[src/rtl/row_normalize_datapath_if.sv]
`default_nettype none
// ============================================================================
//  Module      : row_normalize_datapath_if
//  Description : Handshake and matrix-RAM bus between the solve controller /
//                matrix RAM and the row-normalisation datapath.
//                  go_fetch_denominator / go_input_divider : controller requests
//                  current_row / lead_col                  : row and pivot column
//                  denominator_fetched / division_done     : level acknowledges
//                  div_by_zero                             : zero pivot flag
//                  mem_addr / mem_rd_en / mem_rdata        : RAM read port
//                  mem_wr_en / mem_wdata                   : RAM write port
//                Modport slave  = datapath side.
//                Modport master = controller / RAM side.
//  Revision    : 1.0 - initial release
// ============================================================================
interface row_normalize_datapath_if #(
    parameter int DATA_W = 16,
    parameter int ROW_W  = 3,
    parameter int COL_W  = 3,
    parameter int ADDR_W = 6
) ();
    logic              go_fetch_denominator;
    logic              go_input_divider;
    logic [ROW_W-1:0]  current_row;
    logic [COL_W-1:0]  lead_col;
    logic              denominator_fetched;
    logic              division_done;
    logic              div_by_zero;
    logic [ADDR_W-1:0] mem_addr;
    logic              mem_rd_en;
    logic [DATA_W-1:0] mem_rdata;
    logic              mem_wr_en;
    logic [DATA_W-1:0] mem_wdata;

    modport slave (
        input  go_fetch_denominator,
        input  go_input_divider,
        input  current_row,
        input  lead_col,
        output denominator_fetched,
        output division_done,
        output div_by_zero,
        output mem_addr,
        output mem_rd_en,
        input  mem_rdata,
        output mem_wr_en,
        output mem_wdata
    );

    modport master (
        output go_fetch_denominator,
        output go_input_divider,
        output current_row,
        output lead_col,
        input  denominator_fetched,
        input  division_done,
        input  div_by_zero,
        input  mem_addr,
        input  mem_rd_en,
        output mem_rdata,
        input  mem_wr_en,
        input  mem_wdata
    );
endinterface
`default_nettype wire

[src/rtl/row_normalize_datapath.sv]
`default_nettype none
// ============================================================================
//  Module      : row_normalize_datapath
//  Description : Row normalisation for the linear-system solver. Fetches the
//                pivot entry of a row as the denominator, then divides every
//                entry from lead_col to the last column by it (signed fixed
//                point, truncating toward zero, saturating) and writes each
//                quotient back in place.
//  Ports       : clk            - system clock
//                program_reset  - asynchronous active-high reset
//                bus (slave)    - controller handshake + matrix RAM port
//  Revision    : 1.0 - initial release
// ============================================================================
module row_normalize_datapath #(
    parameter int DATA_W = 16,
    parameter int FRAC_W = 8,
    parameter int COLS   = 5,
    parameter int ROW_W  = 3,
    parameter int COL_W  = 3,
    parameter int ADDR_W = 6
) (
    input  logic                     clk,
    input  logic                     program_reset,
    row_normalize_datapath_if.slave  bus
);

    // Dividend width: |num| << FRAC_W. One quotient bit per cycle.
    localparam int QW      = DATA_W + FRAC_W;
    localparam int DIV_LEN = QW;
    localparam int CNT_W   = $clog2(DIV_LEN + 1);

    localparam logic [CNT_W-1:0]  C_CNT_LAST = CNT_W'(DIV_LEN - 1);
    localparam logic [COL_W-1:0]  C_COL_LAST = COL_W'(COLS - 1);
    localparam logic [COL_W:0]    C_COLS     = (COL_W + 1)'(COLS);
    localparam logic [QW-1:0]     C_POS_LIM  = QW'((64'd1 << (DATA_W - 1)) - 64'd1);
    localparam logic [QW-1:0]     C_NEG_LIM  = QW'(64'd1 << (DATA_W - 1));
    localparam logic [DATA_W-1:0] C_SAT_MAX  = {1'b0, {(DATA_W-1){1'b1}}};
    localparam logic [DATA_W-1:0] C_SAT_MIN  = {1'b1, {(DATA_W-1){1'b0}}};
    localparam logic [DATA_W-1:0] C_UNITY    = DATA_W'(64'd1 << FRAC_W);

    localparam logic [3:0] S_IDLE   = 4'd0;
    localparam logic [3:0] S_F_RD   = 4'd1;
    localparam logic [3:0] S_F_WAIT = 4'd2;
    localparam logic [3:0] S_F_HOLD = 4'd3;
    localparam logic [3:0] S_C_RD   = 4'd4;
    localparam logic [3:0] S_C_WAIT = 4'd5;
    localparam logic [3:0] S_C_DIV  = 4'd6;
    localparam logic [3:0] S_C_WR   = 4'd7;
    localparam logic [3:0] S_D_HOLD = 4'd8;

    logic [3:0]        state_q,  state_d;
    logic [COL_W-1:0]  col_q,    col_d;
    logic [DATA_W-1:0] denom_q,  denom_d;
    logic              dbz_q,    dbz_d;
    logic [QW-1:0]     dvd_q,    dvd_d;     // dividend shifts out, quotient shifts in
    logic [DATA_W-1:0] rem_q,    rem_d;
    logic [CNT_W-1:0]  cnt_q,    cnt_d;
    logic              neg_q,    neg_d;
    logic              piv_q,    piv_d;     // current column is the pivot column

    logic [ADDR_W-1:0] w_row_base;
    logic [ADDR_W-1:0] w_fetch_addr;
    logic [ADDR_W-1:0] w_col_addr;
    logic              w_col_oob;
    logic              w_skip_row;
    logic [DATA_W-1:0] w_den_mag;
    logic [DATA_W-1:0] w_num_mag;
    logic [DATA_W:0]   w_trial;
    logic [DATA_W:0]   w_den_ext;
    logic [DATA_W:0]   w_diff;
    logic              w_ge;
    logic [DATA_W-1:0] w_result;

    // ------------------------------------------------------------------
    // Address generation and column bounds
    // ------------------------------------------------------------------
    assign w_row_base   = ADDR_W'(bus.current_row) * ADDR_W'(COLS);
    assign w_fetch_addr = w_row_base + ADDR_W'(bus.lead_col);
    assign w_col_addr   = w_row_base + ADDR_W'(col_q);
    assign w_col_oob    = ({1'b0, col_q} >= C_COLS);
    // A zero pivot or an out-of-range lead column yields an empty row.
    assign w_skip_row   = dbz_q | w_col_oob;

    // ------------------------------------------------------------------
    // Restoring divider step on magnitudes
    // ------------------------------------------------------------------
    assign w_den_mag = denom_q[DATA_W-1] ? -denom_q : denom_q;
    assign w_num_mag = bus.mem_rdata[DATA_W-1] ? -bus.mem_rdata : bus.mem_rdata;
    assign w_trial   = {rem_q, dvd_q[QW-1]};
    assign w_den_ext = {1'b0, w_den_mag};
    assign w_ge      = (w_trial >= w_den_ext);
    assign w_diff    = w_trial - w_den_ext;

    // Sign restore and saturation of the finished quotient held in dvd_q.
    always_comb begin
        w_result = dvd_q[DATA_W-1:0];
        if (piv_q) begin
            w_result = C_UNITY;
        end else if (!neg_q) begin
            w_result = (dvd_q > C_POS_LIM) ? C_SAT_MAX : dvd_q[DATA_W-1:0];
        end else begin
            w_result = (dvd_q > C_NEG_LIM) ? C_SAT_MIN : -dvd_q[DATA_W-1:0];
        end
    end

    // ------------------------------------------------------------------
    // FSM: state register
    // ------------------------------------------------------------------
    always_ff @(posedge clk or posedge program_reset) begin
        if (program_reset) begin
            state_q <= S_IDLE;
        end else begin
            state_q <= state_d;
        end
    end

    // ------------------------------------------------------------------
    // FSM: next-state logic
    // ------------------------------------------------------------------
    always_comb begin
        state_d = state_q;
        case (state_q)
            S_IDLE: begin
                if (bus.go_fetch_denominator) begin
                    state_d = S_F_RD;
                end else if (bus.go_input_divider) begin
                    state_d = S_C_RD;
                end
            end
            S_F_RD:   state_d = S_F_WAIT;
            S_F_WAIT: state_d = S_F_HOLD;
            S_F_HOLD: begin
                if (!bus.go_fetch_denominator) begin
                    state_d = S_IDLE;
                end
            end
            S_C_RD:   state_d = w_skip_row ? S_D_HOLD : S_C_WAIT;
            S_C_WAIT: state_d = S_C_DIV;
            S_C_DIV: begin
                if (cnt_q == C_CNT_LAST) begin
                    state_d = S_C_WR;
                end
            end
            S_C_WR:   state_d = (col_q == C_COL_LAST) ? S_D_HOLD : S_C_RD;
            S_D_HOLD: begin
                if (!bus.go_input_divider) begin
                    state_d = S_IDLE;
                end
            end
            default:  state_d = S_IDLE;
        endcase
    end

    // ------------------------------------------------------------------
    // FSM: outputs
    // ------------------------------------------------------------------
    always_comb begin
        bus.denominator_fetched = 1'b0;
        bus.division_done       = 1'b0;
        bus.mem_addr            = '0;
        bus.mem_rd_en           = 1'b0;
        bus.mem_wr_en           = 1'b0;
        bus.mem_wdata           = '0;
        case (state_q)
            S_F_RD: begin
                bus.mem_rd_en = 1'b1;
                bus.mem_addr  = w_fetch_addr;
            end
            S_F_HOLD: bus.denominator_fetched = 1'b1;
            S_C_RD: begin
                if (!w_skip_row) begin
                    bus.mem_rd_en = 1'b1;
                    bus.mem_addr  = w_col_addr;
                end
            end
            S_C_WR: begin
                bus.mem_wr_en = 1'b1;
                bus.mem_addr  = w_col_addr;
                bus.mem_wdata = w_result;
            end
            S_D_HOLD: bus.division_done = 1'b1;
            default: ;
        endcase
    end

    assign bus.div_by_zero = dbz_q;

    // ------------------------------------------------------------------
    // Datapath next-state
    // ------------------------------------------------------------------
    always_comb begin
        col_d   = col_q;
        denom_d = denom_q;
        dbz_d   = dbz_q;
        dvd_d   = dvd_q;
        rem_d   = rem_q;
        cnt_d   = cnt_q;
        neg_d   = neg_q;
        piv_d   = piv_q;
        case (state_q)
            S_IDLE: begin
                if (!bus.go_fetch_denominator && bus.go_input_divider) begin
                    col_d = bus.lead_col;
                end
            end
            S_F_WAIT: begin
                denom_d = bus.mem_rdata;
                dbz_d   = (bus.mem_rdata == '0);
            end
            S_C_WAIT: begin
                dvd_d = {w_num_mag, {FRAC_W{1'b0}}};
                rem_d = '0;
                cnt_d = '0;
                neg_d = bus.mem_rdata[DATA_W-1] ^ denom_q[DATA_W-1];
                piv_d = (col_q == bus.lead_col);
            end
            S_C_DIV: begin
                rem_d = w_ge ? w_diff[DATA_W-1:0] : w_trial[DATA_W-1:0];
                dvd_d = {dvd_q[QW-2:0], w_ge};
                cnt_d = cnt_q + CNT_W'(1);
            end
            S_C_WR: begin
                if (col_q != C_COL_LAST) begin
                    col_d = col_q + COL_W'(1);
                end
            end
            default: ;
        endcase
    end

    always_ff @(posedge clk or posedge program_reset) begin
        if (program_reset) begin
            col_q   <= '0;
            denom_q <= '0;
            dbz_q   <= 1'b0;
            dvd_q   <= '0;
            rem_q   <= '0;
            cnt_q   <= '0;
            neg_q   <= 1'b0;
            piv_q   <= 1'b0;
        end else begin
            col_q   <= col_d;
            denom_q <= denom_d;
            dbz_q   <= dbz_d;
            dvd_q   <= dvd_d;
            rem_q   <= rem_d;
            cnt_q   <= cnt_d;
            neg_q   <= neg_d;
            piv_q   <= piv_d;
        end
    end

endmodule
`default_nettype wire
[src/flat_wrapper.sv]
// flat-port wrapper written by rule: the top's interface ports become plain ports
module row_normalize_datapath_flat 
#(
    parameter int DATA_W = 16,
    parameter int FRAC_W = 8,
    parameter int COLS   = 5,
    parameter int ROW_W  = 3,
    parameter int COL_W  = 3,
    parameter int ADDR_W = 6
)
  (clk, program_reset, bus_go_fetch_denominator, bus_go_input_divider, bus_current_row, bus_lead_col, bus_denominator_fetched, bus_division_done, bus_div_by_zero, bus_mem_addr, bus_mem_rd_en, bus_mem_rdata, bus_mem_wr_en, bus_mem_wdata);
  row_normalize_datapath_if #(.DATA_W(DATA_W), .ROW_W(ROW_W), .COL_W(COL_W), .ADDR_W(ADDR_W)) bus_i ();
  input  logic clk;
  input  logic program_reset;
  input wire logic [$bits(bus_i.go_fetch_denominator)-1:0] bus_go_fetch_denominator;
  input wire logic [$bits(bus_i.go_input_divider)-1:0] bus_go_input_divider;
  input wire logic [$bits(bus_i.current_row)-1:0] bus_current_row;
  input wire logic [$bits(bus_i.lead_col)-1:0] bus_lead_col;
  output wire logic [$bits(bus_i.denominator_fetched)-1:0] bus_denominator_fetched;
  output wire logic [$bits(bus_i.division_done)-1:0] bus_division_done;
  output wire logic [$bits(bus_i.div_by_zero)-1:0] bus_div_by_zero;
  output wire logic [$bits(bus_i.mem_addr)-1:0] bus_mem_addr;
  output wire logic [$bits(bus_i.mem_rd_en)-1:0] bus_mem_rd_en;
  input wire logic [$bits(bus_i.mem_rdata)-1:0] bus_mem_rdata;
  output wire logic [$bits(bus_i.mem_wr_en)-1:0] bus_mem_wr_en;
  output wire logic [$bits(bus_i.mem_wdata)-1:0] bus_mem_wdata;
  assign bus_i.go_fetch_denominator = bus_go_fetch_denominator;
  assign bus_i.go_input_divider = bus_go_input_divider;
  assign bus_i.current_row = bus_current_row;
  assign bus_i.lead_col = bus_lead_col;
  assign bus_denominator_fetched = bus_i.denominator_fetched;
  assign bus_division_done = bus_i.division_done;
  assign bus_div_by_zero = bus_i.div_by_zero;
  assign bus_mem_addr = bus_i.mem_addr;
  assign bus_mem_rd_en = bus_i.mem_rd_en;
  assign bus_i.mem_rdata = bus_mem_rdata;
  assign bus_mem_wr_en = bus_i.mem_wr_en;
  assign bus_mem_wdata = bus_i.mem_wdata;
  row_normalize_datapath #(.DATA_W(DATA_W), .FRAC_W(FRAC_W), .COLS(COLS), .ROW_W(ROW_W), .COL_W(COL_W), .ADDR_W(ADDR_W)) u_core (.clk(clk), .program_reset(program_reset), .bus(bus_i));
endmodule
[config.mk]
export PLATFORM = sky130hd
export DESIGN_NAME = row_normalize_datapath_flat
export DESIGN_NICKNAME = d
export VERILOG_FILES = /design/src/rtl/row_normalize_datapath_if.sv /design/src/rtl/row_normalize_datapath.sv /design/src/flat_wrapper.sv
export SDC_FILE = /design/constraint.sdc
export NUM_CORES = 1
export LEC_CHECK = 0
export BUFFER_PORTS_ARGS = -buffer_cell sky130_fd_sc_hd__buf_2
export CAP_MARGIN = 20
export CORE_UTILIZATION = 40
export DETAILED_ROUTE_END_ITERATION = 6
export PLACE_DENSITY = 0.67
export SLEW_MARGIN = 30
export SYNTH_ARGS = -nofsm -noshare
export SYNTH_HDL_FRONTEND = slang
export SYNTH_SLANG_ARGS = --single-unit
[constraint.sdc]
create_clock -name clk -period 3.7 [get_ports clk]
set_clock_uncertainty 0.05 [all_clocks]
set_input_delay 0.37 -clock clk [delete_from_list [all_inputs] [get_ports clk]]
set_output_delay 0.37 -clock clk [all_outputs]
set_load 0.05 [all_outputs]
# Word-level counts from Yosys, hierarchy flattened
# Index checks and enable logic that the tools add are counted.
totals:
  wordCells: 79
  output_inout_bits: 27
  regBits: 71
op_classes:
  n_lt_le_gt_ge: 4
  n_mul: 1
  n_reduce_logical: 8
  n_eq_ne: 18
  n_mux: 29
  addsub: 8
  bitwise_logic: 2
op_table:
  columns: ["op", "n"]
  rows:
  - ["2-to-1 mux 16 bit", 8]
  - ["negator 16 bit", 3]
  - ["case mux 24 bit (2 select lines)", 1]
  - ["case mux 4 bit (9 select lines)", 1]
  - ["case mux 16 bit (2 select lines)", 1]
  - ["2-to-1 mux 4 bit", 7]
  - ["greater-than comparator 24 x 15 -> 1 bit (second input constant)", 1]
  - ["greater-than comparator 24 x 16 -> 1 bit (second input constant)", 1]
  - ["case mux 6 bit (3 select lines)", 1]
  - [">= comparator 17 x 16 -> 1 bit", 1]
  - ["equality test 4 x 3 -> 1 bit (second input constant)", 4]
  - ["logical NOT 16 bit", 1]
  - ["subtractor 16 bit", 1]
  - ["adder 6 x 3 -> 6 bit", 2]
  - ["case mux 5 bit (2 select lines)", 1]
  - ["equality test 4 x 2 -> 1 bit (second input constant)", 2]
  - ["multiplier 3 x 3 -> 6 bit (second input constant)", 1]
  - ["2-to-1 mux 3 bit", 2]
  - ["2-to-1 mux 6 bit", 1]
  - ["inequality test 2 x 1 -> 1 bit (second input constant)", 3]
  - ["inequality test 3 bit (second input constant)", 2]
  - ["case mux 3 bit (2 select lines)", 1]
  - ["adder 5 x 1 -> 5 bit (second input constant)", 1]
  - ["equality test 5 bit (second input constant)", 1]
  - ["other kinds (17)", 22]

# Longest topological paths before layout
logic_depth:
  ltp_word: 5
  ltp_mapped: 16

# Least setup slack after synthesis
# OpenSTA, ideal clock, no wires.
synth_timing:
  kind: "register to output"
  startpoint: "register u_core.dvd_q[0]"
  endpoint: "output bus_mem_wdata[8]"
  t_arrival_ps: 3094
  path_stages_with_launch: 10
  required_time_ps: 3280
  path_slack_ps: 186
  cell_sequence: "dfrtp_1 inv_1 ha_1 nor3b_2 nand4_1 or3_1 o21ai_1 nand3_1 a21o_1 a311oi_1"
synth_via:
  elab_chain_len: 5
  word_cells_on_any_way: 8
  cone_classes: "add/sub (1); order compare (2); mux (5)"
synth_rtl:
  columns: ["element", "line_no", "source"]
  rows:
  - ["start: declaration", "row_normalize_datapath.sv:55", "logic [QW-1:0] dvd_q, dvd_d;"]
  - ["start signal: assignment", "row_normalize_datapath.sv:245", "dvd_q <= dvd_d;"]
  - ["greater-than comparator 24 x 15 -> 1 bit (tied with other cells)", "row_normalize_datapath.sv:100", "w_result = (dvd_q > C_POS_LIM) ? C_SAT_MAX : dvd_q[DATA_W-1:0];"]
  - ["2-to-1 mux 16 bit, on equally long branches", "row_normalize_datapath.sv:100, row_normalize_datapath.sv:102", null]
  - ["2-to-1 mux 16 bit *", "row_normalize_datapath.sv:99", "end else if (!neg_q) begin"]
  - ["2-to-1 mux 16 bit *", "row_normalize_datapath.sv:97", "if (piv_q) begin"]
  - ["2-to-1 mux 16 bit *", "row_normalize_datapath.sv:164", "case (state_q)"]
  - ["end: declaration", "flat_wrapper.sv:26", "output wire logic [$bits(bus_i.mem_wdata)-1:0] bus_mem_wdata;"]
# Mark *: on every way between the ends. The rest lies on a longest branch, timed or not.

# Final worst setup path
layout_timing:
  startpoint: "register u_core.denom_q[0]"
  endpoint: "register u_core.rem_q[9]"
layout_via:
  elab_chain_len: 5
  word_cells_on_any_way: 6
  cone_classes: "add/sub (2); order compare (1); mux (3)"
layout_rtl:
  columns: ["element", "line_no", "source"]
  rows:
  - ["start: declaration", "row_normalize_datapath.sv:53", "logic [DATA_W-1:0] denom_q, denom_d;"]
  - ["start signal: assignment", "row_normalize_datapath.sv:243", "denom_q <= denom_d;"]
  - ["negator 16 bit", "row_normalize_datapath.sv:87", "assign w_den_mag = denom_q[DATA_W-1] ? -denom_q : denom_q;"]
  - ["2-to-1 mux 16 bit *", "row_normalize_datapath.sv:87", null]
  - ["subtractor 16 bit / >= comparator 17 x 16 -> 1 bit (equally long branches)", "row_normalize_datapath.sv:92, row_normalize_datapath.sv:91", null]
  - ["2-to-1 mux 16 bit *", "row_normalize_datapath.sv:218", "rem_d = w_ge ? w_diff[DATA_W-1:0] : w_trial[DATA_W-1:0];"]
  - ["case mux 16 bit (2 select lines) *", "row_normalize_datapath.sv:200", "case (state_q)"]
  - ["end signal: assignment", "row_normalize_datapath.sv:246", "rem_q <= rem_d;"]
  - ["end: declaration", "row_normalize_datapath.sv:56", "logic [DATA_W-1:0] rem_q, rem_d;"]
# Marked as above.
# A chain may end at the register's enable or synchronous reset.

==> flow_metrics.py <==
metrics = {
    "synthesis": {
        "syn_avg_cell_area_sq_um": 8.37,
        "ys_warn_count": 0,
        "synth.largest_area_cell": "dfrtp_1",
        "synth_top_flop_cell": "dfrtp_1",
        "synth-edff-count": 0,
        "syn_area_sq_um": 5540,
        "synthArstFlopShare": 1.00,
        "yosys_register_bits": 71,
        "synth.distinct_cells": 64,
        "netlist_top_cells_area": "dfrtp_1 (32%), ha_1 (7.2%), o21ai_0 (5.2%)",
        "synth_cells": 662,
        "syn_nets": 723,
        "synth_seq_area_share": 0.321,
        "synth_top_area_frac": 0.321,
    },
    "die": {
        "die_w_microns": 120,
        "start_util": 0.414,
        "core_area_sq_um": 13400,
        "rows": 42,
        "ios": 53,
        "die_area_sq_um": 14300,
        "chipHeight_microns": 120,
    },
    "global_routing": {
        "grt_use_total": 0.210,
        "grt.met1_usage": 0.298,
        "grt_pass1_wl_microns": 24000,
        "grt_max_degree": 41,
        "grt-ovfl-total": 0,
        "use_met3": 0.0356,
        "grt_pass1_vias": 4759,
        "met2_usage": 0.327,
        "antenna_found_initial": 0,
        "top_usage_layer": "met2",
    },
    "route": {
        "vias_per_cell": 5.89,
        "antenna_left": 0,
        "firstDrtPassIters": 5,
        "drc": 0,
        "drt-initial-drc-count": 523,
        "dr_total_vias": 5200,
        "wirelength_microns": 14500,
        "wl_per_cell_microns": 16.5,
    },
    "clocking": {
        "clk_latency_ps": 330,
        "cts_num_sinks": 71,
        "clkSlewWorstSetupHoldPaths_ps": 60,
        "cts-htree-levels": 3,
        "tritoncts": "done",
        "root_buffer": "clkbuf_16",
        "clk_path_buf_depth": 2,
        "cts_made_buffers": 9,
    },
    "power": {
        "leakage_uw": 0.00291,
        "p_total_uw": 5910,
        "ir_drop_v": 0.000454,
        "powerDensity_nw_per_um2": 929,
    },
    "finish": {
        "diodes": 0,
        "syn_to_final_growth_pct": 14.8,
        "drive_gt1_frac": 0.158,
        "nets": 763,
        "fin_util": 0.475,
    },
    "sta": {
        "setup_ws_ps": 234,
        "timing.slew.headroom": 0.427,
        "hold_viol_final": 0,
        "fmax_ghz": 0.289,
        "rsz0062_at_grt": "no",
        "final-setup-viol-count": 0,
        "tns_ps": 0,
        "final.min_clock_period_ps": 3470,
        "fin_crit_sh": 0.937,
        "worstMarginPinSlew_ps": 859,
        "drv_slew": 0,
    },
    "critical_path": {
        "worst_path_max_delay_cell": "or4b_1",
        "critical_path.cell_chain": "nor3_1 -> nand2_1 -> or3_1 -> or3_1 -> or4b_1 -> ha_1 -> and3_1 -> o311ai_1 -> nand3_1 -> buf_12 -> nand2_1 -> o21ai_0",
        "rr_worst_depth": 12,
        "critPathRequiredTime_ps": 3860,
        "critPathArrivalTime_ps": 3630,
        "cp-start-kind": "register",
        "worstPathMaxFanout": 23,
        "end_kind": "register",
        "max_stage_delay_ps": 540,
        "critical_path_class": "register to register",
    },
    "hold_path": {
        "hold_path_class": "input port to asynchronous set/reset pin",
    },
    "job": {
        "drv_cap": 0,
    },
    "place": {
        "place_ws_ps": 209,
        "hpwl_microns": 10900,
        "routabilityCongestion": 0.988,
        "port_buffers": 52,
    },
    "status": {
        "run_status": "completed",
    },
}
-- logic make-up after synthesis --
family          after synthesis  share of synthesized area
simple gates                230                      0.211
compound gates              198                      0.224
flops                        71                      0.321
buf+inv                      60                     0.0445
xor+xnor                     44                     0.0695
fa+ha+maj                    35                     0.0831
mux                          24                     0.0470
-- state kept, by name (all words and copies together), names as in the netlist --
signal	count
u_core.dvd_q	24
u_core.denom_q	16
u_core.rem_q	16
u_core.cnt_q	5
u_core.state_q	4
u_core.col_q	3
u_core.bus.div_by_zero	1
u_core.neg_q	1
u_core.piv_q	1
-- routing by layer --
metal / part of all wire / routed length [microns]
met1: 0.47 / 6880
met2: 0.45 / 6570
met3: 0.058 / 841
met4: 0.017 / 243
met5: 0 / 0
-- area by class of cell --
type                            instances  area (sq um)
Clock inverter                          5           129
Inverter                               24          90.1
Clock buffer                           11           243
Fill cell                            1280          7040
Tap cell                              176           220
Multi-Input combinational cell        531          3530
Timing Repair Buffer                   65           370
Sequential cell                        71          1780
-- metrics by stage --
stage	instance area (sq um)	hold WS, ps	std cells
after floorplan	5540	407	662
after global placement	5980	433	867
after detailed placement	5980	449	867
after CTS	6350	91.3	883
after global routing	6360	128	883
final	6360	71.4	883
-- synth_stat cells (8+ instances only) --
cell      instances
a21oi_1          33
a22oi_1          16
a31oi_1          21
and2_1           11
clkbuf_1         29
dfrtp_1          71
ha_1             32
inv_1            24
mux2_2           16
mux2i_1           8
nand2_1          69
nand3_1          30
nor2_1           46
nor2b_1          13
nor3_1           12
o21ai_0          58
o22ai_1          13
o31ai_1          14
or3_1             9
xnor2_1          19
xor2_1           25
-- timing repair --
action | 4_1_cts | 5_1_grt
hold buffers | 0 | 0
gates resized for setup | 0 | 3
endpoints found under the hold margin | 0 | 0
endpoints found under the setup margin | 0 | 18
setup buffers | 0 | 0
-- worst max-delay path: cells and delay by family (launching register included) --
kind / cells / cell delay, ps
simple gates: 8 / 2130
flops: 1 / 410
buf+inv: 1 / 190
compound gates: 2 / 220
fa+ha+maj: 1 / 350
-- path summary, 6_finish.rpt --
kind / startpoint / to / slack [ps]
worst min register to register: u_core.cnt_q[4] / u_core.cnt_q[4] / 460
min in group clk: bus_go_input_divider / u_core.state_q[3] / 270
max in group asynchronous: program_reset / u_core.denom_q[8] / 2780
worst min-delay path: program_reset / u_core.dvd_q[2] / 70
worst max-delay path: u_core.denom_q[0] / u_core.rem_q[9] / 230
worst max register to register: u_core.denom_q[0] / u_core.rem_q[9] / 230
-- where the power goes --
part | internal (uW) | total, uW | switching (uW)
clock | 747 | 1080 | 335
combinational | 1380 | 3310 | 1920
sequential | 1060 | 1520 | 461
total | 3190 | 5910 | 2720
-- layout by cell type, fill, tap and decap left out, types with 4 or more instances in the layout --
| cell type | n |
|---|---|
| a21o_1 | 6 |
| a21oi_1 | 32 |
| a22oi_1 | 16 |
| a31oi_1 | 21 |
| and2_1 | 11 |
| and3_1 | 4 |
| buf_2 | 52 |
| buf_4 | 12 |
| bufinv_16 | 4 |
| clkbuf_16 | 9 |
| dfrtp_1 | 71 |
| ha_1 | 32 |
| inv_1 | 23 |
| mux2_2 | 16 |
| mux2i_1 | 8 |
| nand2_1 | 69 |
| nand3_1 | 30 |
| nand4_1 | 6 |
| nor2_1 | 46 |
| nor2b_1 | 13 |
| nor3_1 | 11 |
| nor3b_1 | 4 |
| nor4_1 | 5 |
| o211ai_1 | 6 |
| o21a_1 | 6 |
| o21ai_0 | 58 |
| o22ai_1 | 13 |
| o31ai_1 | 14 |
| or3_1 | 9 |
| xnor2_1 | 19 |
| xor2_1 | 25 |
(Power assumes the default switching activity.)
